===== src/rtl/keypad_pkg.sv =====
// Shared widths, the "no key" candidate sentinel and debounce state encoding
// for the 4x4 keypad scan controller.
package keypad_pkg;
  localparam int KEY_W    = 4;
  localparam int NUM_COLS = 4;
  localparam int NUM_ROWS = 4;
  localparam int NUM_KEYS = NUM_ROWS * NUM_COLS;
  localparam int CAND_W   = KEY_W + 1;

  // Bit 4 set means "no single key" (nothing pressed, or several at once)
  localparam logic [CAND_W-1:0] KEY_NONE = 5'h10;

  typedef enum logic [1:0] {
    DB_IDLE,
    DB_PRESS_CHK,
    DB_HELD,
    DB_RELEASE_CHK
  } db_state_e;

  // Reduce a full-matrix snapshot to one key code, or KEY_NONE unless exactly one bit is set
  function automatic logic [CAND_W-1:0] map_to_cand(input logic [NUM_KEYS-1:0] m);
    logic [CAND_W-1:0] c;
    int                n;
    c = KEY_NONE;
    n = 0;
    for (int i = 0; i < NUM_KEYS; i++) begin
      if (m[i]) begin
        n++;
        c = CAND_W'(i);
      end
    end
    return (n == 1) ? c : KEY_NONE;
  endfunction
endpackage


===== src/rtl/keypad_debounce.sv =====
// Per-scan debounce FSM: turns a stream of per-scan candidates into press
// events and a held level. Auto-repeat is built only with KEYPAD_REPEAT_EN.
module keypad_debounce
  import keypad_pkg::*;
#(
  parameter int DEBOUNCE_SCANS = 4,
  parameter int REPEAT_DELAY   = 32,
  parameter int REPEAT_RATE    = 8
) (
  input  logic              clk,
  input  logic              rst,
  input  logic              scan_done,
  input  logic [CAND_W-1:0] cand,
  output logic              evt,
  output logic [KEY_W-1:0]  evt_code,
  output logic              key_down
);
  localparam int               CNT_W    = $clog2(DEBOUNCE_SCANS + 1);
  localparam logic [CNT_W-1:0] CNT_ONE  = CNT_W'(1);
  localparam logic [CNT_W-1:0] CNT_LAST = CNT_W'(DEBOUNCE_SCANS);

  db_state_e        state_q, state_d;
  logic [CNT_W-1:0] cnt_q, cnt_d;
  logic [KEY_W-1:0] key_q, key_d;
  logic             down_q, down_d;
  logic             match;

`ifdef KEYPAD_REPEAT_EN
  localparam int               RPT_MAX = (REPEAT_DELAY > REPEAT_RATE) ? REPEAT_DELAY : REPEAT_RATE;
  localparam int               RPT_W   = $clog2(RPT_MAX + 1);
  localparam logic [RPT_W-1:0] RPT_ONE = RPT_W'(1);
  logic [RPT_W-1:0] rpt_q, rpt_d;
`endif

  assign match    = (cand == {1'b0, key_q});
  assign evt_code = key_d;
  assign key_down = down_q;

  // Next-state: only scan_done cycles move the FSM; accepting a key emits evt
  always_comb begin
    state_d = state_q;
    cnt_d   = cnt_q;
    key_d   = key_q;
    down_d  = down_q;
    evt     = 1'b0;
`ifdef KEYPAD_REPEAT_EN
    rpt_d   = rpt_q;
`endif
    if (scan_done) begin
      case (state_q)
        DB_IDLE: begin
          if (cand != KEY_NONE) begin
            key_d = cand[KEY_W-1:0];
            if (DEBOUNCE_SCANS == 1) begin
              state_d = DB_HELD;
              cnt_d   = '0;
              down_d  = 1'b1;
              evt     = 1'b1;
`ifdef KEYPAD_REPEAT_EN
              rpt_d   = RPT_W'(REPEAT_DELAY);
`endif
            end else begin
              state_d = DB_PRESS_CHK;
              cnt_d   = CNT_ONE;
            end
          end
        end
        DB_PRESS_CHK: begin
          if (cand == KEY_NONE) begin
            state_d = DB_IDLE;
            cnt_d   = '0;
          end else if (!match) begin
            key_d = cand[KEY_W-1:0];
            cnt_d = CNT_ONE;
          end else if (cnt_q + CNT_ONE == CNT_LAST) begin
            state_d = DB_HELD;
            cnt_d   = '0;
            down_d  = 1'b1;
            evt     = 1'b1;
`ifdef KEYPAD_REPEAT_EN
            rpt_d   = RPT_W'(REPEAT_DELAY);
`endif
          end else begin
            cnt_d = cnt_q + CNT_ONE;
          end
        end
        DB_HELD: begin
          if (!match) begin
            if (DEBOUNCE_SCANS == 1) begin
              state_d = DB_IDLE;
              cnt_d   = '0;
              down_d  = 1'b0;
`ifdef KEYPAD_REPEAT_EN
              rpt_d   = '0;
`endif
            end else begin
              state_d = DB_RELEASE_CHK;
              cnt_d   = CNT_ONE;
            end
          end
`ifdef KEYPAD_REPEAT_EN
          else if (rpt_q == RPT_ONE) begin
            evt   = 1'b1;
            rpt_d = RPT_W'(REPEAT_RATE);
          end else begin
            rpt_d = rpt_q - RPT_ONE;
          end
`endif
        end
        default: begin  // DB_RELEASE_CHK: repeat counter is frozen here
          if (match) begin
            state_d = DB_HELD;
            cnt_d   = '0;
          end else if (cnt_q + CNT_ONE == CNT_LAST) begin
            state_d = DB_IDLE;
            cnt_d   = '0;
            down_d  = 1'b0;
`ifdef KEYPAD_REPEAT_EN
            rpt_d   = '0;
`endif
          end else begin
            cnt_d = cnt_q + CNT_ONE;
          end
        end
      endcase
    end
  end

  // FSM and counter registers
  always_ff @(posedge clk) begin
    if (rst) begin
      state_q <= DB_IDLE;
      cnt_q   <= '0;
      key_q   <= '0;
      down_q  <= 1'b0;
`ifdef KEYPAD_REPEAT_EN
      rpt_q   <= '0;
`endif
    end else begin
      state_q <= state_d;
      cnt_q   <= cnt_d;
      key_q   <= key_d;
      down_q  <= down_d;
`ifdef KEYPAD_REPEAT_EN
      rpt_q   <= rpt_d;
`endif
    end
  end
endmodule


===== src/rtl/keypad_scan_ctrl.sv =====
// 4x4 keypad scan controller: column sequencer, full-matrix snapshot,
// debounce and a single-entry valid/ready output buffer.
// Optional auto-repeat: define KEYPAD_REPEAT_EN.
module keypad_scan_ctrl
  import keypad_pkg::*;
#(
  parameter int SCAN_DIV       = 16,
  parameter int DEBOUNCE_SCANS = 4,
  parameter int REPEAT_DELAY   = 32,
  parameter int REPEAT_RATE    = 8
) (
  input  logic                clk,
  input  logic                rst,
  input  logic [NUM_ROWS-1:0] rows,
  output logic [NUM_COLS-1:0] cols,
  output logic [KEY_W-1:0]    key_code,
  output logic                key_valid,
  input  logic                key_ready,
  output logic                key_down,
  output logic                key_overflow
);
  localparam int DIV_W = $clog2(SCAN_DIV);

  logic [DIV_W-1:0]    div_q, div_d;
  logic [1:0]          col_q, col_d;
  logic [NUM_KEYS-1:0] map_q, map_d;
  logic [NUM_KEYS-1:0] snap;
  logic [CAND_W-1:0]   cand_q, cand_d;
  logic                scan_done_q, scan_done_d;
  logic                div_last;
  logic                valid_q, valid_d;
  logic [KEY_W-1:0]    code_q, code_d;
  logic                ovf_q, ovf_d;
  logic                db_evt;
  logic [KEY_W-1:0]    db_code;

  assign cols         = ~(NUM_COLS'(1) << col_q);
  assign key_code     = code_q;
  assign key_valid    = valid_q;
  assign key_overflow = ovf_q;

  // Sequencer and snapshot: rows are sampled on the last divider cycle of a
  // column so the strobe has settled; the candidate is registered at end of scan
  always_comb begin
    div_last    = (div_q == DIV_W'(SCAN_DIV - 1));
    div_d       = div_last ? '0 : div_q + DIV_W'(1);
    col_d       = div_last ? col_q + 2'd1 : col_q;
    snap        = map_q;
    if (div_last) begin
      for (int r = 0; r < NUM_ROWS; r++) begin
        if (!rows[r]) snap[r*NUM_COLS + int'(col_q)] = 1'b1;
      end
    end
    map_d       = snap;
    cand_d      = cand_q;
    scan_done_d = 1'b0;
    if (div_last && (col_q == 2'd3)) begin
      map_d       = '0;
      cand_d      = map_to_cand(snap);
      scan_done_d = 1'b1;
    end
  end

  // Output buffer: a new event while the old one is stalled is dropped
  always_comb begin
    valid_d = valid_q;
    code_d  = code_q;
    ovf_d   = 1'b0;
    if (db_evt) begin
      if (valid_q && !key_ready) begin
        ovf_d = 1'b1;
      end else begin
        valid_d = 1'b1;
        code_d  = db_code;
      end
    end else if (valid_q && key_ready) begin
      valid_d = 1'b0;
    end
  end

  // Sequencer, snapshot and buffer registers
  always_ff @(posedge clk) begin
    if (rst) begin
      div_q       <= '0;
      col_q       <= '0;
      map_q       <= '0;
      cand_q      <= KEY_NONE;
      scan_done_q <= 1'b0;
      valid_q     <= 1'b0;
      code_q      <= '0;
      ovf_q       <= 1'b0;
    end else begin
      div_q       <= div_d;
      col_q       <= col_d;
      map_q       <= map_d;
      cand_q      <= cand_d;
      scan_done_q <= scan_done_d;
      valid_q     <= valid_d;
      code_q      <= code_d;
      ovf_q       <= ovf_d;
    end
  end

  keypad_debounce #(
    .DEBOUNCE_SCANS(DEBOUNCE_SCANS),
    .REPEAT_DELAY  (REPEAT_DELAY),
    .REPEAT_RATE   (REPEAT_RATE)
  ) u_debounce (
    .clk      (clk),
    .rst      (rst),
    .scan_done(scan_done_q),
    .cand     (cand_q),
    .evt      (db_evt),
    .evt_code (db_code),
    .key_down (key_down)
  );
endmodule


===== config.mk =====
export PLATFORM = sky130hd
export DESIGN_NAME = keypad_scan_ctrl
export DESIGN_NICKNAME = d
export VERILOG_FILES = /design/src/rtl/keypad_pkg.sv /design/src/rtl/keypad_debounce.sv /design/src/rtl/keypad_scan_ctrl.sv
export SDC_FILE = /design/constraint.sdc
export NUM_CORES = 1
export LEC_CHECK = 0
export CAP_MARGIN = 20
export CORE_ASPECT_RATIO = 1.75
export CORE_UTILIZATION = 35
export CTS_BUF_LIST = sky130_fd_sc_hd__clkbuf_8
export DETAILED_ROUTE_END_ITERATION = 10
export HOLD_SLACK_MARGIN = 0.02
export PLACE_DENSITY = 0.6
export SYNTH_ARGS = -nofsm -noshare
export SYNTH_HDL_FRONTEND = slang
export SYNTH_SLANG_ARGS = --single-unit

===== constraint.sdc =====
create_clock -name clk -period 10.99 [get_ports clk]
set_input_delay 2.198 -clock clk [delete_from_list [all_inputs] [get_ports clk]]
set_output_delay 2.198 -clock clk [all_outputs]
set_load 0.03 [all_outputs]

---- Word level (Yosys, flattened, before mapping) ----
Index checks and enable logic that the tools add are counted.
W data, S select, Z words.
word-level totals
  register bits after elaboration ......... 44
  bits in latches ......................... 0
  bits in writable memories ............... 0
  memory bits (read-only) ................. 0
  bits of input ports ..................... 7
  output and inout bits ................... 11
  memories ................................ 0
operators by class
  add/subtract/negate cells ............... 21
  $mul .................................... 0
  div/mod/pow operators ................... 0
  $lt $le $gt $ge ......................... 8
  equal/unequal tests ..................... 17
  shifts and indexed selects .............. 1
  multiplexer cells ....................... 101
  bitwise gates (word level) .............. 8
  reductions and logical operators ........ 20
operators with widths
  cell                     number
  $mux W32                 31
  $add A32 B2 Y32 const B  15
  $mux W16                 8
  $mux W5                  17
  $or A16 B16 Y16          3
  $eq A32 B2 Y1 const B    1
  $mux W1                  20
  $mux W3                  6
  $mux W4                  4
  $or A16 B4 Y16           1
  $mux W2                  7
  $demux W1 S4             3
  $reduce_and A6 Y1        2
  $add A4 B2 Y5 const A    2
  $ge A5 B1 Y1 const B     2
  $lt A5 B5 Y1 const B     2
  $pmux W3 S3              1
  $ne A2 B2 Y1 const B     4
  $pmux W4 S2              1
  $reduce_or A2 Y1         4
  $logic_and A1 B1 Y1      7
  $ne A3 B1 Y1 const B     2
  $pmux W2 S3              1
  $eq A5 B4 Y1             1
  other kinds (26)         31

---- Depth between registers and ports, before layout ----
  depth in word-level cells ............... 65
  gate-level depth with buffers ........... 55

---- Cells and area by module ----
A second synthesis with hierarchy kept.
second synthesis, totals
  cell total of the unflattened synthesis .. 536
  area, all modules ....................... 4727.0 µm²
modules (own cells, without submodules)
  module            instances  cells each  area an instance (µm²)
  keypad_scan_ctrl  1          445         3921.3
  keypad_debounce   1          91          805.8

---- Least setup slack after synthesis ----
OpenSTA, ideal clock, no wires.
  path kind ............................... input-to-reg
  from .................................... in rows[0]
  to ...................................... reg cand_q[4]
  data arrival time ....................... 11.163 ns
  required time ........................... 10.873 ns
  path slack .............................. -0.290 ns
  stages on the path ...................... 52
  buffers on the path ..................... 1
  cell sequence ........................... and4b_1 -> buf_6 -> a21oi_1 -> ha_1 -> o31ai_1 -> a21o_1 -> ha_1 -> nor2_1 -> nor2_1 -> ha_1 -> and2_1 -> a31oi_1 -> nand2_1 -> ha_1 -> inv_1 -> mux2_2 -> o31ai_2 -> ha_1 -> (+16 left out) -> ha_1 -> nand2_1 -> nand2_1 -> ha_1 -> nand2_1 -> o21ai_0 -> nor2_1 -> inv_1 -> ha_1 -> nand2_1 -> o21ai_0 -> ha_1 -> mux2_2 -> ha_1 -> nor4_1 -> o21a_1 -> nand4_2 -> o22a_1
between the ends
  word-level cells in the longest chain between the ends .. 60
  elaborated cells on any way between the ends .. 76
  classes of those cells .................. 15 x add/sub; 1 x eq/ne; 57 x mux; 3 x bitwise
RTL lines
  element                    RTL line                text
  start, declared            keypad_scan_ctrl.sv:14  input logic [NUM_ROWS-1:0] rows,
  $mux W16 *                 keypad_scan_ctrl.sv:51  if (!rows[r]) snap[r*NUM_COLS + int'(col_q)] = 1'b1;
  $mux W16 *                 keypad_scan_ctrl.sv:49  if (div_last) begin
  $or A16 B16 Y16 (no line)  n/a
  $mux W16 *                 keypad_scan_ctrl.sv:51
  $mux W16 *                 keypad_scan_ctrl.sv:49
  $or A16 B16 Y16 (no line)  n/a
  $mux W16 *                 keypad_scan_ctrl.sv:51
  $mux W16 *                 keypad_scan_ctrl.sv:49
  (+44 left out)             n/a
  $add A32 B2 Y32            keypad_pkg.sv:28        n++;
  $mux W32                   keypad_pkg.sv:27        if (m[i]) begin
  $mux W32                   keypad_scan_ctrl.sv:57  if (div_last && (col_q == 2'd3)) begin
  $add A32 B2 Y32            keypad_pkg.sv:28
  $mux W32                   keypad_pkg.sv:27
  $mux W32                   keypad_scan_ctrl.sv:57
  $eq A32 B2 Y1              keypad_pkg.sv:32        return (n == 1) ? c : KEY_NONE;
  $mux W5 *                  keypad_pkg.sv:32
  end signal, assigned       keypad_scan_ctrl.sv:96  cand_q <= cand_d;
  end, declared              keypad_scan_ctrl.sv:28  logic [CAND_W-1:0] cand_q, cand_d;
Mark *: on every way between the ends. The rest lies on a longest branch, timed or not. The select of a mux whose other input is x is not followed.
A chain may end at the register's enable or synchronous reset.

---- Worst setup path in the final report ----
Ends and elaborated chain as after synthesis.

==> results.cfg <==
[logic_synthesis]
synthCells = 482
synth-compound-area-share = 0.237
synth_seq_cells = 44
async_flop_share = 0
yosys-mux-area-fraction = 0.0250
syn_area_um2 = 4010
synth_fa_ha_area_frac = 0.0712
syn_avg_cell_area_um2 = 8.32
yosys.area_share.simple = 0.234
yosysSeqAreaShare = 0.220
synth-edff-count = 0
synth-main-ff-cell = dfxtp_1
yosys_warnings = 0
synth_xor_area_frac = 0.174
synth.distinct_cells = 81
synth_top_family_by_area = compound AO/OA/AOI/OAI gates
syn_nets = 511

[setup_path]
startpoint_type = input pin
crit_fanout = 4
cp_data_required_time_ns = 11.18
critPathArrivalTime_ns = 10.78
r2r-end = cand_q[4]$_SDFFE_PP1P_
r2r_setup_slack_ns = 1.68
cp_common_cell = ha_4
crit_path_end_kind = register
slowest_delay_ns = 0.37
critical_path_class = in -> reg
slowest_stage = ha_1
r2r_cells = 53
r2r_start = col_q[0]$_SDFFE_PP0N_

[global_routing]
grt_pass1_wl_mm = 17.2
use_met1 = 0.176
grt-ovfl-total = 0
grt_util_met2 = 0.374
gr-usage-met3 = 0.0121
busiest_layer = met2
grt_max_degree = 26
grt_pass1_vias = 3637
antenna_found_initial = 0
grt_usage = 0.180

[timing]
tightest_slew_ns = 0.897
fin_skew_ns = 0.00701
fin_crit_ns = 10.59
drv_slew = 0
hold_viol = 0
finalCritPeriodShare = 0.964
fmax_mhz = 94.4
fin_tns_setup_ns = 0
slew_headroom = 0.400
whs_ns = 0.487
setup_viol = 0

[power]
cellPowerDensity_nw_per_um2 = 52.6
vdd.ir_drop.worst_v = 0.0000796
leakage_nw = 2.00

[final_layout]
mostFrequentLayoutCells = 59 x nor2_1, 49 x buf_4, 44 x dfxtp_1, 34 x nand2_1, 30 x a21oi_1
layout.cells.non_filler = 666
diodes = 0
syn_to_final_growth_pct = 24.6
layout-drive-gt1-share = 0.240
finalNetCount = 565
layout_commonest_cell = nor2_1
postLayoutCellArea_um2 = 4990

[clock_tree]
clock_latency_ns = 0.30
clkTransAtPathRegs_ns = 0.07
clockBufferDepth = 2
cts_buffers = 5
htree_levels = 2
tritoncts = done
clockRootBuffer = clkbuf_8
clkSinkCount = 44

[place]
port-buffer-count = 17
dpl.hpwl_mm = 8.11
placed_area_um2 = 4560
numPlacedInstances = 640
gp_congestion = 0.861

[floorplan]
ioPinCount = 18
die_area_um2 = 11900
die_h_um = 144
coreArea_um2 = 11200
initial_core_util = 0.359
die_w_um = 82.9
num_rows = 51

[route]
wl_per_cell_um = 15.9
vias = 3680
drc_errors = 0
wl_mm = 10.6
vias_per_cell = 5.53
drt_iter0_markers = 168
ant_nets = 0
drtPass1Iterations = 4

[min_path]
min-delay-start = u_debounce.cnt_q[1]$_SDFFE_PP0P_
hold_depth = 2
worstHoldEndpoint = u_debounce.cnt_q[1]$_SDFFE_PP0P_
hold_class = reg -> reg

[outcome]
status = finished, final reports clean

[run]
drv_cap = 0
-- synth_stat cells, types with 11 or more instances --
cell,count,area (um^2)
nor2_1,64,240
dfxtp_1,44,881
nand2_1,40,150
a21oi_1,32,160
xnor2_1,27,236
ha_1,22,275
o21ai_0,19,95.1
inv_1,14,52.6
and2_1,12,75.1
clkbuf_1,12,45.0
nand3_1,12,60.1
a21o_1,11,82.6
-- kinds of logic (layout without fill, tap and decap cells) --
kind of cell	Yosys count	in the layout
flops	44	44
fa+ha+maj	23	23
compound gates	129	129
mux	9	9
simple gates	188	188
xor+xnor	55	55
buf+inv	34	86
-- power by group --
| group | internal [W] | switching, W | leakage (nW) |
|---|---|---|---|
| clock | 0.0000410 | 0.0000507 | 0.0359 |
| sequential | 0.000161 | 0.00000128 | 0.355 |
| combinational | 0.00000404 | 0.00000479 | 1.61 |
-- how the worst max path moves through the flow --
stage | from | to | slack (ns) | depth (start not counted)
2_1_floorplan | rows[0] | cand_q[4]$_SDFFE_PP1P_ | 0.02 | 54
3_3_place_gp | rows[0] | cand_q[4]$_SDFFE_PP1P_ | -0.58 | 54
3_5_place_dp | rows[0] | cand_q[4]$_SDFFE_PP1P_ | -0.87 | 54
4_1_cts | rows[0] | cand_q[4]$_SDFFE_PP1P_ | 0.20 | 52
5_1_grt | rows[0] | cand_q[4]$_SDFFE_PP1P_ | -0.01 | 54
6_report | rows[0] | cand_q[4]$_SDFFE_PP1P_ | 0.40 | 53
-- per-stage QoR --
step                      total power [W]   util  worst slack, ns
after global routing             0.000273  0.447          -0.0138
after CTS                        0.000266  0.437            0.200
final                            0.000262  0.447            0.396
after floorplan                  0.000171      -           0.0189
after global placement           0.000175  0.409           -0.577
after detailed placement         0.000175  0.409           -0.871
-- final cells by class --
type	count	area, um^2
multi-input combinational	404	3290
tap	132	165
inverter	15	56.3
fill	1103	6170
clock buffer	5	68.8
sequential	44	881
timing repair buffer	66	533
-- flip-flops by register name, indices dropped and copies added, names as in the netlist --
signal / flops
u_debounce.cnt_q: 3
cand_q: 5
key_valid: 1
div_q: 4
u_debounce.key_q: 4
col_q: 2
scan_done_q: 1
map_q: 16
u_debounce.key_down: 1
u_debounce.state_q: 2
key_overflow: 1
key_code: 4
-- worst max-delay path: cells and delay by family --
| kind | cells | cell delay [ns] |
|---|---|---|
| fa+ha+maj | 12 | 2.94 |
| simple gates | 18 | 2.16 |
| compound gates | 13 | 1.93 |
| buf+inv | 7 | 0.80 |
| mux | 2 | 0.57 |
| xor+xnor | 1 | 0.17 |
-- layer usage --
metal	vias up	wire length, um
met4	0	381
met2	58	6090
met3	28	190
met5	-	0
li1	1847	-
met1	1747	3930
-- timing repair --
| action | CTS | global route |
|---|---|---|
| pin swaps | 26 | 25 |
| resized for setup | 19 | 21 |
| hold buffers | 0 | 0 |
| endpoints found under the setup margin | 5 | 5 |
| setup buffers | 20 | 2 |
(Power assumes the default switching activity.)
